## src/rtl/alu_pkg.sv

```systemverilog
// Shared definitions for the ALU issue controller: funct codes, FSM states,
// and default datapath width.
package alu_pkg;

    localparam int DATA_W_DEF = 32;

    localparam logic [3:0] ADD       = 4'd0;
    localparam logic [3:0] SUB       = 4'd1;
    localparam logic [3:0] AND       = 4'd2;
    localparam logic [3:0] OR        = 4'd3;
    localparam logic [3:0] XOR       = 4'd4;
    localparam logic [3:0] NOT       = 4'd5;
    localparam logic [3:0] SLA       = 4'd6;
    localparam logic [3:0] SRA       = 4'd7;
    localparam logic [3:0] SRL       = 4'd8;
    localparam logic [3:0] FUNCT_MAX = 4'd8;

    typedef enum logic [1:0] {
        IDLE,
        EXEC,
        RESP
    } state_t;

endpackage

```

## src/rtl/alu_cmd_fifo.sv

```systemverilog
// Two-entry command FIFO; a push into a full FIFO is taken only when a pop
// frees a slot in the same cycle.
module alu_cmd_fifo #(
    parameter int WIDTH = 8
) (
    input  logic             clk,
    input  logic             rst_n,
    input  logic             push,
    input  logic [WIDTH-1:0] din,
    input  logic             pop,
    output logic [WIDTH-1:0] dout,
    output logic             full,
    output logic             empty
);

    logic [WIDTH-1:0] mem [2];
    logic             wr_ptr;
    logic             rd_ptr;
    logic [1:0]       count;
    logic             do_push;
    logic             do_pop;

    assign full    = (count == 2'd2);
    assign empty   = (count == 2'd0);
    assign do_pop  = pop && !empty;
    assign do_push = push && (!full || do_pop);
    assign dout    = mem[rd_ptr];

    always_ff @(posedge clk) begin
        if (!rst_n) begin
            wr_ptr <= 1'b0;
            rd_ptr <= 1'b0;
            count  <= 2'd0;
        end else begin
            if (do_push) wr_ptr <= ~wr_ptr;
            if (do_pop)  rd_ptr <= ~rd_ptr;
            unique case ({do_push, do_pop})
                2'b10:   count <= count + 2'd1;
                2'b01:   count <= count - 2'd1;
                default: count <= count;
            endcase
        end
    end

    always_ff @(posedge clk) begin
        if (do_push) mem[wr_ptr] <= din;
    end

endmodule

```

## src/rtl/alu_issue_ctrl.sv

```systemverilog
// Issues commands to an external registered ALU and returns its result.
// Optional ALU_CMD_FIFO_EN adds a 2-entry command FIFO ahead of the FSM.
module alu_issue_ctrl
    import alu_pkg::*;
#(
    parameter int ALU_LAT = 1,
    parameter int DATA_W  = DATA_W_DEF
) (
    input  logic              clk,
    input  logic              rst_n,
    input  logic              cmd_valid,
    output logic              cmd_ready,
    input  logic [3:0]        cmd_funct,
    input  logic [DATA_W-1:0] cmd_a,
    input  logic [DATA_W-1:0] cmd_b,
    input  logic [4:0]        cmd_shamt,
    output logic [DATA_W-1:0] alu_a,
    output logic [DATA_W-1:0] alu_b,
    output logic [4:0]        alu_shamt,
    output logic [3:0]        alu_funct,
    input  logic [DATA_W-1:0] alu_res,
    output logic              rsp_valid,
    input  logic              rsp_ready,
    output logic [DATA_W-1:0] rsp_res,
    output logic              rsp_err,
    output logic              busy
);

    state_t            state;
    state_t            state_nxt;
    logic [3:0]        cnt;
    logic              req_valid;
    logic [3:0]        req_funct;
    logic [DATA_W-1:0] req_a;
    logic [DATA_W-1:0] req_b;
    logic [4:0]        req_shamt;
    logic              take;
    logic              legal;

`ifdef ALU_CMD_FIFO_EN
    localparam int FW = 4 + 2 * DATA_W + 5;

    logic          fifo_full;
    logic          fifo_empty;
    logic [FW-1:0] fifo_dout;

    assign cmd_ready = rst_n && !fifo_full;

    alu_cmd_fifo #(
        .WIDTH(FW)
    ) u_fifo (
        .clk   (clk),
        .rst_n (rst_n),
        .push  (cmd_valid && cmd_ready),
        .din   ({cmd_funct, cmd_a, cmd_b, cmd_shamt}),
        .pop   (take),
        .dout  (fifo_dout),
        .full  (fifo_full),
        .empty (fifo_empty)
    );

    assign req_valid = !fifo_empty;
    assign {req_funct, req_a, req_b, req_shamt} = fifo_dout;
`else
    assign cmd_ready = rst_n && (state == IDLE);
    assign req_valid = cmd_valid && cmd_ready;
    assign req_funct = cmd_funct;
    assign req_a     = cmd_a;
    assign req_b     = cmd_b;
    assign req_shamt = cmd_shamt;
`endif

    assign take  = (state == IDLE) && req_valid;
    assign legal = (req_funct <= FUNCT_MAX);

    always_ff @(posedge clk) begin
        if (!rst_n) state <= IDLE;
        else        state <= state_nxt;
    end

    always_comb begin
        state_nxt = state;
        unique case (state)
            IDLE:    if (take) state_nxt = legal ? EXEC : RESP;
            EXEC:    if (cnt == 4'd0) state_nxt = RESP;
            RESP:    if (rsp_ready) state_nxt = IDLE;
            default: state_nxt = IDLE;
        endcase
    end

    always_comb begin
        rsp_valid = (state == RESP);
        busy      = (state != IDLE);
    end

    // alu_* are only written on a legal accept so the ALU output stays put
    always_ff @(posedge clk) begin
        if (!rst_n) begin
            alu_a     <= '0;
            alu_b     <= '0;
            alu_shamt <= '0;
            alu_funct <= '0;
            cnt       <= '0;
            rsp_res   <= '0;
            rsp_err   <= 1'b0;
        end else begin
            if (take && legal) begin
                alu_a     <= req_a;
                alu_b     <= req_b;
                alu_shamt <= req_shamt;
                alu_funct <= req_funct;
                cnt       <= 4'(ALU_LAT);
            end
            if (take && !legal) begin
                rsp_res <= '0;
                rsp_err <= 1'b1;
            end
            if (state == EXEC) begin
                if (cnt != 4'd0) begin
                    cnt <= cnt - 4'd1;
                end else begin
                    rsp_res <= alu_res;
                    rsp_err <= 1'b0;
                end
            end
        end
    end

endmodule

```

## config.mk

```make
export PLATFORM = sky130hd
export DESIGN_NAME = alu_issue_ctrl
export DESIGN_NICKNAME = d
export VERILOG_FILES = /design/src/rtl/alu_pkg.sv /design/src/rtl/alu_cmd_fifo.sv /design/src/rtl/alu_issue_ctrl.sv
export SDC_FILE = /design/constraint.sdc
export NUM_CORES = 1
export LEC_CHECK = 0
export CAP_MARGIN = 20
export CORE_MARGIN = 2
export CORE_UTILIZATION = 40
export DETAILED_ROUTE_END_ITERATION = 12
export GPL_TIMING_DRIVEN = 1
export PLACE_DENSITY_LB_ADDON = 0.1
export RECOVER_POWER = 50
export SLEW_MARGIN = 20
export SYNTH_ARGS = -nofsm -noshare
export SYNTH_HDL_FRONTEND = slang
export SYNTH_SLANG_ARGS = --single-unit
```

## constraint.sdc

```tcl
create_clock -name clk -period 2.1 [get_ports clk]
set_clock_uncertainty 0.2 [all_clocks]
set_input_delay 0.315 -clock clk [delete_from_list [all_inputs] [get_ports clk]]
set_output_delay 0.315 -clock clk [all_outputs]
set_load 0.03 [all_outputs]
```

==> flow_metrics.py, run 1 <==
metrics = {
    "routing": {
        "avgRoutedWirePerCell_um": 15.2,
        "drt-total-wl_um": 12900,
        "first_pass_iters": 6,
        "detail-route-antenna-nets": 0,
        "num_vias": 4393,
        "drc_errors": 0,
        "viasPerCell": 5.18,
        "drt-initial-drc-count": 287,
    },
    "sta": {
        "tns_ns": 0,
        "timing.fmax_mhz": 507,
        "min_period_ns": 1.97,
        "rsz0062_at_grt": "no",
        "finalSetupViolations": 0,
        "finalCritPeriodShare": 0.939,
        "drv_slew": 0,
        "holdWs_ns": 0.122,
        "fin_ws_ns": 0.127,
        "relSlewSlack": 0.410,
        "tightestPinTransition_ns": 0.885,
        "hold_viol": 0,
    },
    "clocking": {
        "clk_pin_slew_ns": 0.09,
        "ctsHoldBuffers": 0,
        "cts_buffer_depth": 2,
        "insertion_delay_ns": 0.35,
        "post_cts_resized": 2,
        "cts_max_level": 3,
        "numCtsBuffers": 9,
        "cts.sinks": 112,
        "cts_tree": "built",
        "cts_root_buf": "clkbuf_8",
        "cts_setup_buffers": 0,
    },
    "job": {
        "cap_violations": 0,
    },
    "worst_setup_path": {
        "path_buf_inv": 1,
        "path_class": "flop to output pin",
        "path_cells": "dlygate4sd3_1",
        "end_kind": "output pin",
        "cp.required_ns": 1.58,
        "arrival_ns": 1.46,
        "critPathMaxFanout": 2,
        "slowest_stage": "dlygate4sd3_1",
        "critical_path.max_stage_delay_ns": 0.75,
        "cpLargestDelayFamily": "buffers and inverters",
        "critPathLaunchType": "flop",
    },
    "floorplanning": {
        "ios": 218,
        "die_x_um": 108,
        "start_util": 0.406,
        "fp-row-count": 38,
        "die_area_mm2": 0.0118,
        "core_mm2": 0.0107,
        "dieHeight_um": 108,
    },
    "worst_hold_path": {
        "holdCritPathClass": "input pin to flop",
    },
    "place": {
        "dp_slack_ns": 0.0288,
        "gp_congestion": 0.757,
        "place_hpwl_um": 8780,
        "port_buffers": 217,
        "place_inst": 835,
    },
    "synthesis": {
        "synth_top_area_cell": "dfxtp_1",
        "synthTopCellsByCount": "dfxtp_1, nand2_1, nand3_1, o21ai_0, a21oi_1",
        "synthTopCellsByArea": "dfxtp_1, nand2_1, nand3_1",
        "netlist_area_mm2": 0.00436,
        "synth.most_common_cell": "dfxtp_1",
        "synth_edf_count": 0,
        "syn_inst": 515,
        "synth_top_area_frac": 0.514,
        "synth_ff_type": "dfxtp_1",
        "yosysWarnings": 0,
        "synth-async-reset-ratio": 0,
        "syn_nets": 625,
        "synth_cell_type_count": 36,
        "syn_area_per_cell_um2": 8.47,
        "yosysSeqAreaShare": 0.514,
        "ys_ff_latch": 112,
    },
    "power": {
        "leakage_nw": 2.52,
        "power_density_mw_per_mm2": 645,
        "vdd_drop_max_mv": 0.277,
    },
    "cells_and_area": {
        "layout-drive-gt1-share": 0.0537,
        "area_growth_pct": 55.8,
        "antenna_cells": 0,
        "multi_input_area_mm2": 0.00185,
        "num-fill-cells": 968,
        "finalNetCount": 816,
        "finalNonFillerCells": 848,
        "seq_area_mm2": 0.00224,
    },
    "global_route": {
        "grt_pass1_vias": 4021,
        "antenna_found_initial": 0,
        "grt_overflow_total": 0,
        "grt_max_degree": 97,
        "track_usage": 0.209,
        "grt_pass1_wl_um": 19800,
    },
    "run_status": {
        "status": "completed",
    },
}
[per-stage QoR]
| stage | total power, W | util | area, µm² |
|---|---|---|---|
| 3_5_place_dp | 0.00332 | 0.618 | 6640 |
| 3_3_place_gp | 0.00330 | 0.618 | 6640 |
| 5_1_grt | 0.00457 | 0.632 | 6800 |
| 2_1_floorplan | 0.00281 | - | 4360 |
| 6_report | 0.00439 | 0.632 | 6800 |
| 4_1_cts | 0.00445 | 0.633 | 6800 |
[power by group]
part | switching, W | internal (W)
Sequential | 0.0000543 | 0.00223
Combinational | 0.000517 | 0.000445
Clock | 0.000660 | 0.000478
Total | 0.00123 | 0.00316
[registers in the layout, indices dropped and copies added, names as in the netlist]
signal,flops
alu_b,32
rsp_err,1
rsp_res,32
alu_shamt,5
state,2
cnt,4
alu_a,32
alu_funct,4
[placed cells by master (no fill, tap or decap), types with 6 or more instances in the layout]
cell	n
dlygate4sd3_1	29
a21oi_1	33
clkdlybuf4s50_1	184
nand2_1	106
dfxtp_1	112
o21ai_0	69
clkbuf_8	11
buf_4	15
inv_1	6
a32o_1	32
nand3_1	69
[path summary, 6_finish.rpt]
path | from | end | cells after the start | slack (ns)
max | alu_b[7] | alu_b[7] | 1 | 0.13
min | rst_n | rsp_err | 3 | 0.12
max reg2reg | cnt[0] | rsp_res[7] | 6 | 0.21
min reg2reg | alu_a[10] | alu_a[10] | 2 | 0.26
[logic make-up (layout without fill, tap and decap cells)]
kind of cell | Yosys count | count (layout) | share of synthesized area
AOI/OAI and AO/OA | 147 | 147 | 0.215
adders and majority gates | 1 | 1 | 0.00287
buffers and inverters | 61 | 254 | 0.0651
DFF | 112 | 112 | 0.514
muxes | 1 | 1 | 0.00230
and+or+nand+nor | 193 | 193 | 0.201
[routing by layer]
layer  vias to the layer above  wire length, µm  track usage
met5                         -                0            0
met4                         0              299       0.0907
met3                        23              947       0.0452
met2                       152             6120        0.341
met1                      2036             5530        0.265
li1                       2182                -            -
[layout make-up]
type | instances | area share
clock buffer | 12 | 0.0228
sequential | 112 | 0.330
clock inverter | 1 | 0.000737
timing repair buffer | 235 | 0.345
inverter | 6 | 0.00331
tap | 140 | 0.0258
multi-input combinational | 342 | 0.272
Note: power is estimated with default switching activity, not from simulation.
==> run 2: changes to the inputs <==
--- a/config.mk
+++ b/config.mk
@@ -7,7 +7,9 @@
 export LEC_CHECK = 0
 export CAP_MARGIN = 20
 export CORE_MARGIN = 2
-export CORE_UTILIZATION = 40
+export CORE_UTILIZATION = 41
+export CTS_BUF_LIST = sky130_fd_sc_hd__clkbuf_2 sky130_fd_sc_hd__clkbuf_4 sky130_fd_sc_hd__clkbuf_8
+export CTS_CLUSTER_SIZE = 30
 export DETAILED_ROUTE_END_ITERATION = 12
 export GPL_TIMING_DRIVEN = 1
 export PLACE_DENSITY_LB_ADDON = 0.1
==> flow_metrics.py, run 2 (same netlist as run 1, synthesis figures left out) <==
metrics = {
    "clocking": {
        "clk_pin_slew_ns": 0.10,
        "cts_setup_buffers": 0,
        "cts_max_level": 3,
        "post_cts_resized": 2,
        "cts.sinks": 112,
        "cts_root_buf": "clkbuf_8",
        "ctsHoldBuffers": 0,
        "insertion_delay_ns": 0.36,
        "cts_buffer_depth": 2,
        "cts_tree": "built",
        "numCtsBuffers": 9,
    },
    "floorplanning": {
        "dieHeight_um": 107,
        "core_mm2": 0.0103,
        "ios": 218,
        "die_area_mm2": 0.0115,
        "start_util": 0.422,
        "die_x_um": 107,
        "fp-row-count": 37,
    },
    "sta": {
        "timing.fmax_mhz": 509,
        "hold_viol": 0,
        "tns_ns": 0,
        "finalSetupViolations": 0,
        "holdWs_ns": 0.211,
        "tightestPinTransition_ns": 0.589,
        "rsz0062_at_grt": "no",
        "finalCritPeriodShare": 0.935,
        "drv_slew": 0,
        "min_period_ns": 1.96,
        "relSlewSlack": 0.607,
    },
    "worst_setup_path": {
        "critical_path.max_stage_delay_ns": 0.74,
        "path_class": "flop to output pin",
        "arrival_ns": 1.45,
        "critPathLaunchType": "flop",
        "end_kind": "output pin",
        "slowest_stage": "dlygate4sd3_1",
        "path_cells": "dlygate4sd3_1",
        "cpLargestDelayFamily": "buffers and inverters",
        "path_buf_inv": 1,
        "critPathMaxFanout": 2,
        "cp.required_ns": 1.58,
    },
    "routing": {
        "detail-route-antenna-nets": 0,
        "drt-total-wl_um": 13200,
        "viasPerCell": 5.25,
        "drc_errors": 0,
        "drt-initial-drc-count": 339,
        "avgRoutedWirePerCell_um": 15.5,
        "num_vias": 4464,
        "first_pass_iters": 5,
    },
    "cells_and_area": {
        "layout-drive-gt1-share": 0.0616,
        "area_growth_pct": 58.3,
        "final_cell_mix": "clkdlybuf4s50_1, dfxtp_1, nand2_1",
        "finalNetCount": 819,
        "antenna_cells": 0,
        "mostFrequentLayoutCell": "clkdlybuf4s50_1",
        "reg.largest.list": "alu_a x32, alu_b x32, rsp_res x32",
    },
    "worst_hold_path": {
        "holdCritPathClass": "input pin to flop",
    },
    "run_status": {
        "status": "completed",
    },
    "global_route": {
        "track_usage": 0.223,
        "grt_pass1_vias": 4187,
        "grt_max_degree": 142,
        "grt_overflow_total": 0,
        "grt_pass1_wl_um": 20700,
        "antenna_found_initial": 0,
    },
    "place": {
        "gp_congestion": 0.784,
        "port_buffers": 217,
        "place_hpwl_um": 9020,
    },
    "power": {
        "vdd_drop_max_mv": 0.315,
        "power_density_mw_per_mm2": 685,
        "leakage_nw": 2.55,
    },
    "job": {
        "cap_violations": 0,
    },
}
-- run 2: worst paths after layout --
check | slack (ns) | end | cells past startpoint | startpoint
max | 0.14 | alu_a[4] | 1 | alu_a[4]
min | 0.21 | state[1] | 4 | rst_n
max reg2reg | 0.23 | alu_funct[1] | 4 | state[0]
min reg2reg | 0.25 | alu_b[20] | 2 | alu_b[20]
-- run 2: where the power goes --
part           switching, W  internal [W]  leakage, nW
Clock              0.000709      0.000754        0.116
Sequential        0.0000561       0.00223        0.913
Combinational      0.000523      0.000456         1.52
-- run 2: area by class of cell --
type,count,area [µm²]
fill,869,3420
timing repair buffer,238,2390
sequential,112,2240
multi-input combinational,342,1850
tap,136,170
clock buffer,12,159
clock inverter,4,76.3
inverter,6,22.5
-- run 2: layer usage --
layer	vias up	wire, µm	GRT usage
met5	-	0	0
met4	0	183	0.0761
met3	14	994	0.0474
met2	170	6370	0.367
met1	2082	5630	0.289
li1	2198	-	-
-- run 2: through the flow --
step                 util  cell area, µm²  total power [W]  cells  worst slack (ns)
floorplan               -            4360          0.00281    515             0.338
global placement    0.649            6700          0.00332    834             0.126
detailed placement  0.649            6700          0.00334    834            0.0440
CTS                 0.671            6930          0.00479    850             0.122
global route        0.669            6900          0.00493    850            0.0691
finish              0.669            6900          0.00473    850             0.137
==> run 3: changes to the inputs <==
--- a/config.mk
+++ b/config.mk
@@ -5,6 +5,7 @@
 export SDC_FILE = /design/constraint.sdc
 export NUM_CORES = 1
 export LEC_CHECK = 0
+export ABC_AREA = 1
 export CAP_MARGIN = 20
 export CORE_MARGIN = 2
 export CORE_UTILIZATION = 41
==> flow_metrics.py, run 3 <==
metrics = {
    "run_status": {
        "status": "completed",
    },
    "worst_setup_path": {
        "r2r-end": "alu_b[21]",
        "arrival_ns": 1.42,
        "r2r-start": "state[1]",
        "cp-startpoint": "alu_a[0]",
        "path_class": "flop to output pin",
        "cpLargestDelayFamily": "buffers and inverters",
        "ff2ff_setup_slack_ns": 0.22,
        "critPathMaxFanout": 2,
        "slowest_stage": "clkdlybuf4s50_1",
        "critical_path.max_stage_delay_ns": 0.69,
        "cp.required_ns": 1.58,
        "reg2reg_depth": 7,
        "critPathLaunchType": "flop",
        "end_kind": "output pin",
        "path_cells": "clkdlybuf4s50_1",
        "path_buf_inv": 1,
    },
    "floorplanning": {
        "core_mm2": 0.00982,
        "ios": 218,
        "fp-row-count": 36,
        "die_area_mm2": 0.0110,
        "start_util": 0.424,
        "dieHeight_um": 105,
        "die_x_um": 105,
    },
    "synthesis": {
        "netlist_area_mm2": 0.00416,
        "synth-async-reset-ratio": 0,
        "synthTopCellsByArea": "dfxtp_1, o21ai_0, nor2_1",
        "ys_ff_latch": 112,
        "synth_edf_count": 0,
        "yosysSeqAreaShare": 0.539,
        "synth.most_common_cell": "nor2_1",
        "synth_top_area_frac": 0.539,
        "synthTopCellsByCount": "nor2_1, o21ai_0, dfxtp_1, a21oi_1, clkbuf_1",
        "synth_top_area_cell": "dfxtp_1",
        "yosysWarnings": 0,
        "syn_nets": 634,
        "syn_inst": 524,
        "syn_area_per_cell_um2": 7.94,
        "synth_cell_type_count": 22,
        "synth_ff_type": "dfxtp_1",
    },
    "cells_and_area": {
        "final_cell_mix": "clkdlybuf4s50_1, nor2_1, o21ai_0",
        "mostFrequentLayoutCell": "clkdlybuf4s50_1",
        "reg.largest.list": "alu_a x32, alu_b x32, rsp_res x32",
        "num-fill-cells": 896,
        "antenna_cells": 0,
        "layout-drive-gt1-share": 0.0493,
        "final_util": 0.671,
        "finalNetCount": 835,
        "area_growth_pct": 58.4,
    },
    "power": {
        "power.total_w": 0.00482,
        "power.share.switching": 0.282,
        "p_seq_frac": 0.478,
        "p_switching_w": 0.00136,
        "leakage_nw": 2.42,
        "clock_power_share": 0.305,
        "vdd_drop_max_mv": 0.394,
        "p_int_w": 0.00346,
        "power_density_mw_per_mm2": 732,
        "pwr-share-comb": 0.217,
    },
    "clocking": {
        "cts_setup_buffers": 0,
        "cts_max_level": 3,
        "ctsHoldBuffers": 0,
        "insertion_delay_ns": 0.36,
        "cts.sinks": 112,
        "numCtsBuffers": 9,
        "clk_pin_slew_ns": 0.10,
        "cts_root_buf": "clkbuf_8",
        "cts_tree": "built",
        "cts_buffer_depth": 2,
    },
    "routing": {
        "drt-total-wl_um": 12000,
        "num_vias": 4189,
        "drt-initial-drc-count": 218,
        "first_pass_iters": 7,
        "avgRoutedWirePerCell_um": 13.9,
        "detail-route-antenna-nets": 0,
        "drc_errors": 0,
        "viasPerCell": 4.85,
    },
    "sta": {
        "relSlewSlack": 0.409,
        "drv_slew": 0,
        "rsz0062_at_grt": "no",
        "finalSetupViolations": 0,
        "finalCritPeriodShare": 0.920,
        "tightestPinTransition_ns": 0.886,
        "timing.fmax_mhz": 518,
        "min_period_ns": 1.93,
        "hold_viol": 0,
        "tns_ns": 0,
    },
    "worst_hold_path": {
        "hp-start": "rst_n",
        "worstHoldPathCells": 3,
        "holdPathEnd": "state[1]",
        "holdCritPathClass": "input pin to flop",
    },
    "place": {
        "place_hpwl_um": 8490,
        "port_buffers": 217,
        "gp_congestion": 0.726,
    },
    "job": {
        "cap_violations": 0,
    },
    "global_route": {
        "grt_max_degree": 107,
        "grt_pass1_vias": 4129,
        "antenna_found_initial": 0,
        "grt_overflow_total": 0,
        "grt_pass1_wl_um": 19600,
        "track_usage": 0.218,
    },
}
[run 3: cell count changes after synthesis, sizes merged, moves of 4 or more]
cell,before,now
inv,6,12
nand2,106,18
buf,31,13
a21oi,33,39
o21ai,69,138
nand2b,4,0
nor2,2,155
nand3,69,5
a32o,32,0
[run 3: area by class of cell]
type                    instances  area, µm²  area share
clock inverters                 5       86.3      0.0131
flip-flops and latches        112       2240       0.340
clock buffers                  11        145      0.0220
well taps                     133        166      0.0253
inverters                      12       45.0     0.00684
repair buffers                229       2260       0.344
multi-input cells             361       1640       0.248
[run 3: cells by family after synthesis]
family,share of synthesized area
xor gates and xnor gates,0.00211
and+or+nand+nor,0.170
buffers and inverters,0.0668
DFF,0.539
AOI/OAI and AO/OA,0.219
adders and majority gates,0.00301
[run 3: how the worst max path moves through the flow]
stage,endpoint,cells after the start,slack (ns)
global placement,alu_b[26],8,0.12
finish,alu_a[0],1,0.17
detailed placement,alu_b[21],8,0.04
floorplan,alu_b[12],8,0.17
global route,alu_a[0],7,0.1
CTS,alu_a[0],1,0.15
[run 3: routing by layer]
layer | share of wire | vias to the layer above | wire length, µm | global-route usage
met1 | 0.43 | 1905 | 5120 | 0.257
met2 | 0.47 | 142 | 5660 | 0.368
met4 | 0.023 | 0 | 277 | 0.0848
li1 | - | 2119 | - | -
met3 | 0.079 | 23 | 943 | 0.0680
met5 | 0 | - | 0 | 0
[run 3: power groups by stage]
stage | registers, W | clock network [W] | logic [W]
after global routing | 0.00232 | 0.00156 | 0.00113
after CTS | 0.00231 | 0.00149 | 0.00106
after detailed placement | 0.00236 | 0 | 0.00106
final | 0.00231 | 0.00147 | 0.00105
after global placement | 0.00235 | 0 | 0.00105
after floorplan | 0.00259 | 0 | 0.000315
[run 3: per-stage QoR]
step,area (µm²),hold WS (ns),std cells,worst slack (ns)
floorplan,4160,0.234,524,0.175
global route,6590,0.115,863,0.0972
finish,6590,0.0867,863,0.169
detailed placement,6400,0.251,847,0.0389
global placement,6400,0.249,847,0.117
CTS,6630,0.0870,863,0.149
[run 3: what timing repair did]
action | in CTS | in global routing
resized for setup | 2 | 0
endpoints found under the hold margin | 0 | 0
setup endpoints to repair | 2 | 0
